<file path="src/rtl/seg7_reader.sv">
// Seven-segment bus reader: debounces an active-low segment pattern over STABLE_CNT
// strobed samples, decodes it and hands the digit to a consumer with Valid/Ack.
// Optional macro SEG7_READER_HEX_EN adds decoding of the hex glyphs A..F.
//
// state | meaning
// IDLE  | no candidate pattern yet
// TRACK | counting consecutive samples of the candidate
// LOCK  | candidate accepted, waiting for the bus to change
module seg7_reader #(
    parameter int STABLE_CNT = 4
) (
    input  logic       Clock,
    input  logic       Reset,
    input  logic [6:0] Seg,
    input  logic       Sample,
    input  logic       Ack,
    output logic [3:0] Value,
    output logic       Valid,
    output logic       Bad,
    output logic       Overrun
);

    typedef enum logic [1:0] {IDLE, TRACK, LOCK} state_t;

    localparam logic [3:0] LP_STABLE = 4'(STABLE_CNT);
    localparam logic [6:0] LP_BLANK  = 7'h7F;

    state_t     r_state;
    logic [6:0] r_cand;
    logic [6:0] r_last;
    logic [3:0] r_cnt;
    logic [3:0] r_value;
    logic       r_valid;
    logic       r_bad;
    logic       r_overrun;

    logic       w_match;
    logic [3:0] w_cnt_inc;
    logic       w_accept;
    logic       w_report;
    logic [3:0] w_dec_val;
    logic       w_dec_bad;

    always_comb begin
        w_dec_val = 4'd0;
        w_dec_bad = 1'b0;
        case (Seg)
            7'h40: w_dec_val = 4'd0;
            7'h79: w_dec_val = 4'd1;
            7'h24: w_dec_val = 4'd2;
            7'h30: w_dec_val = 4'd3;
            7'h19: w_dec_val = 4'd4;
            7'h12: w_dec_val = 4'd5;
            7'h02: w_dec_val = 4'd6;
            7'h78: w_dec_val = 4'd7;
            7'h00: w_dec_val = 4'd8;
            7'h18: w_dec_val = 4'd9;
`ifdef SEG7_READER_HEX_EN
            7'h08: w_dec_val = 4'd10;
            7'h03: w_dec_val = 4'd11;
            7'h46: w_dec_val = 4'd12;
            7'h21: w_dec_val = 4'd13;
            7'h06: w_dec_val = 4'd14;
            7'h0E: w_dec_val = 4'd15;
`endif
            default: w_dec_bad = 1'b1;
        endcase
    end

    // Accept fires on the sample that brings the run length up to STABLE_CNT,
    // including a fresh load when STABLE_CNT is 1.
    always_comb begin
        w_match   = (Seg == r_cand);
        w_cnt_inc = (r_cnt >= LP_STABLE) ? LP_STABLE : r_cnt + 4'd1;
        w_accept  = 1'b0;
        if (Sample) begin
            case (r_state)
                IDLE:    w_accept = (LP_STABLE == 4'd1);
                TRACK:   w_accept = w_match ? (w_cnt_inc == LP_STABLE) : (LP_STABLE == 4'd1);
                LOCK:    w_accept = !w_match && (LP_STABLE == 4'd1);
                default: w_accept = 1'b0;
            endcase
        end
        w_report = w_accept && (Seg != r_last) && (Seg != LP_BLANK);
    end

    always_ff @(posedge Clock or posedge Reset) begin
        if (Reset) begin
            r_state   <= IDLE;
            r_cand    <= LP_BLANK;
            r_last    <= LP_BLANK;
            r_cnt     <= 4'd0;
            r_value   <= 4'd0;
            r_valid   <= 1'b0;
            r_bad     <= 1'b0;
            r_overrun <= 1'b0;
        end else begin
            if (Sample) begin
                case (r_state)
                    IDLE: begin
                        r_cand  <= Seg;
                        r_cnt   <= 4'd1;
                        r_state <= (LP_STABLE == 4'd1) ? LOCK : TRACK;
                    end
                    TRACK: begin
                        if (w_match) begin
                            r_cnt <= w_cnt_inc;
                            if (w_cnt_inc == LP_STABLE)
                                r_state <= LOCK;
                        end else begin
                            r_cand  <= Seg;
                            r_cnt   <= 4'd1;
                            r_state <= (LP_STABLE == 4'd1) ? LOCK : TRACK;
                        end
                    end
                    LOCK: begin
                        if (!w_match) begin
                            r_cand  <= Seg;
                            r_cnt   <= 4'd1;
                            r_state <= (LP_STABLE == 4'd1) ? LOCK : TRACK;
                        end
                    end
                    default: r_state <= IDLE;
                endcase
            end

            if (w_accept)
                r_last <= Seg;

            // A coincident Ack consumes the old result, so only an unacked one overruns.
            if (w_report) begin
                r_value <= w_dec_val;
                r_bad   <= w_dec_bad;
                r_valid <= 1'b1;
                if (r_valid && !Ack)
                    r_overrun <= 1'b1;
            end else if (Ack) begin
                r_valid <= 1'b0;
            end
        end
    end

    assign Value   = r_value;
    assign Valid   = r_valid;
    assign Bad     = r_bad;
    assign Overrun = r_overrun;

endmodule

</file>
<file path="config.mk">
export PLATFORM = sky130hd
export DESIGN_NAME = seg7_reader
export DESIGN_NICKNAME = d
export VERILOG_FILES = /design/src/rtl/seg7_reader.sv
export SDC_FILE = /design/constraint.sdc
export NUM_CORES = 1
export LEC_CHECK = 0
export CAP_MARGIN = 30
export CORE_MARGIN = 4
export CORE_UTILIZATION = 30
export CTS_CLUSTER_DIAMETER = 50
export DETAILED_ROUTE_END_ITERATION = 8
export HOLD_SLACK_MARGIN = 0.03
export MAX_ROUTING_LAYER = met4
export PLACE_DENSITY = 0.45
export SYNTH_ARGS = -nofsm -noshare
export SYNTH_HDL_FRONTEND = slang
export SYNTH_SLANG_ARGS = --single-unit
</file>
<file path="constraint.sdc">
create_clock -name Clock -period 3.2 [get_ports Clock]
set_input_delay 0.64 -clock Clock [delete_from_list [all_inputs] [get_ports Clock]]
set_output_delay 0.64 -clock Clock [all_outputs]
set_load 0.03 [all_outputs]
</file>
==> flow_summary.toml, run 1 <==
[outcome]
status = "finished clean"

[floorplan]
fp.dieH_um = 83.4
core_um2 = 5510
start_util_pct = 31.0
die-area_um2 = 6960
ioPinCount = 18
row_count = 27
die-width_um = 83.4

[logic_synthesis]
synth-edff-count = 0
postSynth.asyncResetShare_pct = 100
post-synth-top-area-fraction_pct = 21.6
synth-seq-area-share_pct = 40.6
yosys_warnings = 0
syn_area_um2 = 1710
syn-num-nets = 176
ys_ff_latch = 27
syn_inst = 160
synth_area_per_cell_um2 = 10.7
synth_area_leaders = "dfstp_2, dfrtp_1, mux2_2"
synth_top_area_cell = "dfstp_2"
synthFlopType = "dfstp_2"
synthDistinctLibCells = 40

[timing]
final.min_clock_period_ns = 2.72
fmax_ghz = 0.368
maxSlewViolCount = 0
skew_ns = 0.00841
finalSetupTns_ns = 0
whs_ns = 0.494
tightest_slew_ns = 0.865
rsz0062_at_grt = "false"
hold_viol_final = 0
finalCritPeriodShare_pct = 85.0
setup_violations = 0
slew_headroom_pct = 42.3

[finish]
final_common_cell = "clkdlybuf4s50_1"
syn_to_final_growth_pct = 19.0
stdcell_count = 254
final_area_um2 = 2030
nets = 199
multi_input_area_um2 = 920
regArea_um2 = 693
antenna_cells = 0
final_cell_mix = "clkdlybuf4s50_1, mux2_2, dfstp_2, dfrtp_1, buf_4"
drive_above_1_share_pct = 31.3
nFillCells = 552

[min_path]
holdCritStartpoint = "Overrun$_DFFE_PP0P_"
worstHoldEndpoint = "Overrun$_DFFE_PP0P_"
hold_depth = 1
hp-class = "register to register"

[placed_design]
numPortBuffers = 17
dp_cells = 250
hpwl_um = 2660
routabilityCongestion = 0.865
dpl_cell_area_um2 = 1980

[cts]
cts_buffers = 3
path_clk_slew_ns = 0.10
cts_hold_buf = 0
cts_resized = 0
htree_levels = 1
cts_buffer_depth = 2
clkSinkCount = 27
insertion_delay_ns = 0.28
cts_tree = "yes"
cts.root.buffer_cell = "clkbuf_8"
post_cts_buffers = 0

[routing]
drt-vias-per-instance = 4.81
drc = 0
wl_per_cell_um = 14.0
drtAntennaViolNets = 0
vias = 1222
drt_iter0_markers = 51
dr.pass1.iters = 4
totalWireLength_um = 3560

[global_routing]
grt_pass1_wl_um = 6350
grt_pass1_vias = 1325
gr-usage-all-layers_pct = 11.4
grt_overflow = 0
grt_max_degree = 22
antenna_found_initial = 0

[setup_path]
crit_arrival_ns = 2.88
start_kind = "input port"
critical-path-slowest-cell = "clkdlybuf4s50_1"
rrSetupSlack_ns = 0.59
rr_worst_depth = 6
worst-endpoint-required_ns = 3.36
worstPathCellList = "clkdlybuf4s50_1, xnor2_4, nand3_4, or4b_4, or3_1, mux2_4"
slowest_delay_ns = 0.58
r2r_start = "r_cnt[0]$_DFFE_PP0P_"
cp-end-kind = "register"
critPathMaxFanout = 7
path_class = "input port to register"
rr_endpoint = "Value[0]$_DFFE_PP0P_"

[power]
p_leak_nw = 0.861
powerDensity_nw_per_um2 = 404
ir_worst_vdd_mv = 0.153

[job]
drv_cap = 0
## synth_stat cells, drive strengths merged (2+ instances only)
master  count
nand3       3
or2         3
and3        3
o21ai       7
nand2b      3
buf         5
clkbuf      5
or4         2
nor4        3
nand4       3
dfrtp      13
nor3        5
xnor2      12
nor2       10
a21o        2
xor2        4
mux2       19
dfstp      14
nand2      10
inv         7
ha          5
a21oi       8
nand3b      2
o31ai       2
## final cells by class
class,instances,area share (%)
sequential,27,34.1
clock buffer,3,2.03
inverter,7,1.29
multi-input combinational,116,45.3
tap,72,4.44
timing repair buffer,28,12.4
clock inverter,1,0.370
## through the flow
stage               util [%]  setup WS (ns)  power [mW]
finish                  36.9          0.482       0.820
global route            36.9          0.413       0.870
CTS                     36.9          0.476       0.838
detailed placement      36.0          0.179       0.628
global placement        36.0          0.224       0.622
floorplan                  -          0.649       0.571
## cells by family (layout without fill, tap and decap cells)
family,count (synthesis),count (layout),share of synthesized area [%]
multiplexers,19,19,13.6
adder cells (fa/ha/maj),5,5,3.67
flip-flops,27,27,40.6
buffers and inverters,17,39,5.50
AND/OR/NAND/NOR,50,50,16.3
XOR/XNOR,16,16,10.9
AO/OA/AOI/OAI,26,26,9.38
## flip-flops by register name (all words and copies together) (netlist names)
| name | flops |
|---|---|
| r_last | 7 |
| Value | 4 |
| Valid | 1 |
| r_state | 2 |
| Bad | 1 |
| r_cnt | 4 |
| r_cand | 7 |
| Overrun | 1 |
## critical path: cells and delay by family
family	cells	cell delay, ns
muxes	1	0.36
and+or+nand+nor	3	1.15
buffers and inverters	1	0.58
xor gates and xnor gates	1	0.15
## metal layers
metal,vias to the layer above,part of all wire [%],GRT usage (%)
li1,602,-,-
met1,606,51,15.2
met2,12,47,17.8
met3,2,1.4,1.49
met4,0,0.70,4.09
met5,-,0,-
## how the worst max path moves through the flow
stage,startpoint,to,slack (ns),cells past startpoint
floorplan,Seg[4],Bad$_DFFE_PP0P_,0.65,8
global placement,Seg[4],Value[0]$_DFFE_PP0P_,0.22,6
detailed placement,Seg[5],Value[3]$_DFFE_PP0P_,0.18,6
CTS,Seg[5],Value[0]$_DFFE_PP0P_,0.48,6
global route,Seg[5],Value[2]$_DFFE_PP0P_,0.41,6
finish,Seg[5],Value[0]$_DFFE_PP0P_,0.48,6
## report_power, final
part           leakage, nW  switching [mW]  internal (mW)
clock               0.0217           0.112         0.0885
combinational        0.521          0.0970          0.109
sequential           0.318          0.0269          0.386
total                0.861           0.236          0.584
No activity file was read; power rests on OpenSTA's default activity.
==> run 2, diff against run 1 <==
Clock period 3.2 ns to 2.8 ns, I/O delays scaled along.
==> flow_summary.toml, run 2 (same netlist as run 1, synthesis figures left out) <==
[timing]
skew_ns = 0.0149
slew_headroom_pct = 45.8
finalCritPeriodShare_pct = 92.3
hold_viol_final = 0
setup_violations = 0
fmax_ghz = 0.387
maxSlewViolCount = 0
rsz0062_at_grt = "false"
tightest_slew_ns = 0.813
finalSetupTns_ns = 0
final.min_clock_period_ns = 2.59
whs_ns = 0.495

[routing]
drt-vias-per-instance = 4.77
drt_iter0_markers = 37
drtAntennaViolNets = 0
drc = 0
wl_per_cell_um = 13.9
totalWireLength_um = 3620
vias = 1240
dr.pass1.iters = 4

[min_path]
hp-class = "register to register"
worstHoldEndpoint = "Overrun$_DFFE_PP0P_"
hold_depth = 1
holdCritStartpoint = "Overrun$_DFFE_PP0P_"

[setup_path]
path_class = "register to register"
rr_worst_depth = 6
rr_endpoint = "Value[0]$_DFFE_PP0P_"
r2r_start = "r_cnt[0]$_DFFE_PP0P_"
critPathMaxFanout = 6
cp-end-kind = "register"
worst-endpoint-required_ns = 2.96
rrSetupSlack_ns = 0.21
start_kind = "register"
crit_arrival_ns = 2.75

[finish]
nFillCells = 566
drive_above_1_share_pct = 33.5
stdcell_count = 260
largest_registers = "r_cand: 7 flops, r_last: 7 flops"
final_cell_mix = "clkdlybuf4s50_1, buf_4, mux2_2, dfstp_2, dfrtp_1"
antenna_cells = 0
nets = 205
syn_to_final_growth_pct = 21.6
final_area_um2 = 2080

[cts]
htree_levels = 1
path_clk_slew_ns = 0.11
insertion_delay_ns = 0.28
cts_hold_buf = 0
clkSinkCount = 27
cts_resized = 0
cts_buffers = 3
cts.root.buffer_cell = "clkbuf_8"
cts_tree = "yes"
cts_buffer_depth = 2
post_cts_buffers = 0

[floorplan]
start_util_pct = 31.0
fp.dieH_um = 83.4
die-area_um2 = 6960
die-width_um = 83.4
ioPinCount = 18
core_um2 = 5510
row_count = 27

[global_routing]
antenna_found_initial = 0
grt_pass1_vias = 1331
grt_max_degree = 21
grt_overflow = 0
grt_pass1_wl_um = 6080
gr-usage-all-layers_pct = 11.0

[power]
pwr-share-clk_pct = 24.5
powerDensity_nw_per_um2 = 457
ir_worst_vdd_mv = 0.175
p_int_mw = 0.673
p_sw_share_pct = 29.1
power.switching_mw = 0.276
combPwrFrac_pct = 25.7
p_seq_share_pct = 49.8
p_leak_nw = 0.890

[job]
drv_cap = 0

[placed_design]
routabilityCongestion = 0.885
numPortBuffers = 17
dpl_cell_area_um2 = 2030
hpwl_um = 2770
dp_cells = 256

[outcome]
status = "finished clean"
==> run 2: changes by cell type in the layout (fill, tap and decap cells not counted), sizes merged <==
| cell | before | now |
|---|---|---|
| buf | 11 | 17 |
==> run 2: area by class of cell <==
class,count,area (µm²),area share (%)
Clock buffer,3,41.3,1.99
Clock inverter,1,7.51,0.362
Inverter,7,26.3,1.27
Multi-Input combinational cell,116,920,44.3
Sequential cell,27,693,33.4
Tap cell,72,90.1,4.34
Timing Repair Buffer,34,298,14.3
==> run 2: power groups by stage <==
stage               Clock, mW  Combinational [mW]  Sequential, mW
floorplan                   0               0.179           0.473
global placement            0               0.242           0.477
detailed placement          0               0.248           0.481
CTS                     0.243               0.249           0.474
global route            0.256               0.268           0.477
finish                  0.233               0.244           0.473
==> run 2: worst max-delay path: stages, from the launching register on <==
cell      delay (ns)
dfrtp_1         0.43
ha_1            0.32
nand3b_1        0.19
a21oi_1         0.20
or4b_4          0.49
or3_1           0.48
mux2_4          0.35
==> run 2: worst max-delay path by stage <==
stage	cells after the start	start	endpoint	slack (ns)
2_1_floorplan	8	r_cnt[0]$_DFFE_PP0P_	Bad$_DFFE_PP0P_	0.31
3_3_place_gp	6	Seg[5]	Value[0]$_DFFE_PP0P_	-0.06
3_5_place_dp	6	Seg[4]	Bad$_DFFE_PP0P_	-0.08
4_1_cts	6	r_cnt[0]$_DFFE_PP0P_	Value[0]$_DFFE_PP0P_	0.19
5_1_grt	6	r_cnt[0]$_DFFE_PP0P_	Value[0]$_DFFE_PP0P_	0.07
6_report	6	r_cnt[0]$_DFFE_PP0P_	Value[0]$_DFFE_PP0P_	0.21
==> run 2: routing by layer <==
metal / part of all wire (%) / GRT usage [%] / vias to the layer above
met1: 47 / 13.2 / 610
met3: 1.7 / 1.29 / 4
met5: 0 / - / -
li1: - / - / 611
met4: 1.3 / 3.80 / 0
met2: 50 / 19.0 / 15
==> run 2: through the flow <==
| step | utilization (%) | setup WS [ns] | power, mW |
|---|---|---|---|
| after floorplan | - | 0.315 | 0.653 |
| after global placement | 36.8 | -0.0623 | 0.719 |
| after detailed placement | 36.8 | -0.0847 | 0.728 |
| after CTS | 37.7 | 0.194 | 0.965 |
| after global routing | 37.7 | 0.0662 | 1.00 |
| final | 37.7 | 0.215 | 0.950 |
==> run 3, diff against run 2 <==
Settings changed: CORE_ASPECT_RATIO set to 0.75, SLEW_MARGIN set to 5.
==> flow_summary.toml, run 3 (same netlist as run 1, synthesis figures left out) <==
[setup_path]
rr_endpoint = "Bad$_DFFE_PP0P_"
r2r_start = "r_cnt[0]$_DFFE_PP0P_"
start_kind = "input port"
rr_worst_depth = 6
crit_arrival_ns = 2.74
rrSetupSlack_ns = 0.23
worst-endpoint-required_ns = 2.97
worstPathCellList = "clkdlybuf4s50_1, xnor2_4, nand3_4, or4b_4, or3_1, mux2_4"
path_class = "input port to register"
critPathMaxFanout = 6
critical-path-slowest-cell = "clkdlybuf4s50_1"
slowest_delay_ns = 0.59
cp-end-kind = "register"

[cts]
clkSinkCount = 27
path_clk_slew_ns = 0.09
post_cts_buffers = 0
cts.root.buffer_cell = "clkbuf_8"
cts_tree = "yes"
cts_hold_buf = 0
insertion_delay_ns = 0.27
cts_buffers = 3
htree_levels = 1
cts_buffer_depth = 2
cts_resized = 0

[finish]
nets = 202
final_common_cell = "clkdlybuf4s50_1"
final_core_util_pct = 37.8
syn_to_final_growth_pct = 20.3
final_cell_mix = "clkdlybuf4s50_1, mux2_2, buf_4, dfstp_2, dfrtp_1"
antenna_cells = 0
drive_above_1_share_pct = 31.9
final_area_um2 = 2050
largest_registers = "r_cand: 7 flops, r_last: 7 flops"

[timing]
tightest_slew_ns = 0.678
hold_viol_final = 0
fmax_ghz = 0.389
worst_slack_ns = 0.228
finalCritPeriodShare_pct = 91.9
final.min_clock_period_ns = 2.57
rsz0062_at_grt = "false"
setup_violations = 0
maxSlewViolCount = 0
skew_ns = 0.00770
slew_headroom_pct = 54.8
finalSetupTns_ns = 0

[floorplan]
fp.dieH_um = 73.3
ioPinCount = 18
core_um2 = 5440
die-width_um = 95.1
die-area_um2 = 6970
start_util_pct = 31.4
row_count = 23

[global_routing]
grt_max_degree = 18
grt_pass1_vias = 1163
grt_overflow = 0
grt_pass1_wl_um = 5880
antenna_found_initial = 0
gr-usage-all-layers_pct = 11.3

[min_path]
worstHoldEndpoint = "Overrun$_DFFE_PP0P_"
hp-class = "register to register"
hold_depth = 1
holdCritStartpoint = "Overrun$_DFFE_PP0P_"

[routing]
wl_per_cell_um = 13.6
drt_iter0_markers = 41
drc = 0
drtAntennaViolNets = 0
drt-vias-per-instance = 4.73
dr.pass1.iters = 5
vias = 1229
totalWireLength_um = 3530

[power]
power.switching_mw = 0.265
powerDensity_nw_per_um2 = 457
p_sw_share_pct = 28.3
ir_worst_vdd_mv = 0.250
combPwrFrac_pct = 25.9
p_int_mw = 0.672
pwr-share-clk_pct = 23.8
p_leak_nw = 0.876
p_seq_share_pct = 50.3
power_mw = 0.937

[placed_design]
dpl_worst_slack_ns = -0.0752
routabilityCongestion = 0.806
dpl_cell_area_um2 = 2010
hpwl_um = 2780
numPortBuffers = 17

[job]
drv_cap = 0

[outcome]
status = "finished clean"
## run 3: cell count changes in the layout (fill, tap and decap cells not counted)
cell	delta
clkinvlp_4	-1
buf_4	-3
clkbuf_1	+1
## run 3: worst max path at each step
stage | from | endpoint | slack (ns) | depth (start not counted)
finish | Seg[4] | Bad$_DFFE_PP0P_ | 0.23 | 6
CTS | r_cnt[0]$_DFFE_PP0P_ | Bad$_DFFE_PP0P_ | 0.21 | 6
global route | r_cnt[0]$_DFFE_PP0P_ | Bad$_DFFE_PP0P_ | 0.12 | 6
global placement | Seg[4] | Value[3]$_DFFE_PP0P_ | -0.05 | 6
detailed placement | Seg[5] | Bad$_DFFE_PP0P_ | -0.08 | 6
floorplan | r_cnt[0]$_DFFE_PP0P_ | Bad$_DFFE_PP0P_ | 0.31 | 8
## run 3: metrics by stage
| step | std cells | hold slack [ns] |
|---|---|---|
| after global placement | 256 | 0.460 |
| after detailed placement | 256 | 0.474 |
| after floorplan | 160 | 0.443 |
| final | 260 | 0.490 |
| after CTS | 260 | 0.497 |
| after global routing | 260 | 0.527 |
## run 3: routing by layer
layer	routed length, µm	global-route usage, %
met5	0	-
met4	74	4.48
met3	215	2.97
met2	1480	15.0
met1	1760	16.3
## run 3: power groups by stage
stage | logic (mW) | registers, mW | clock network (mW)
3_3_place_gp | 0.242 | 0.477 | 0
6_report | 0.243 | 0.471 | 0.223
3_5_place_dp | 0.242 | 0.480 | 0
4_1_cts | 0.244 | 0.473 | 0.236
2_1_floorplan | 0.179 | 0.473 | 0
5_1_grt | 0.266 | 0.477 | 0.250
## run 3: layout make-up
class	instances	area (µm²)
fillers	511	3390
multi-input cells	116	920
flip-flops and latches	27	693
repair buffers	31	275
well taps	75	93.8
clock buffers	4	45.0
inverters	7	26.3
## run 3: critical path, delay by kind of cell
kind,cells,cell delay [ns]
xor gates and xnor gates,1,0.15
buffers and inverters,1,0.59
muxes,1,0.35
and+or+nand+nor,3,1.09
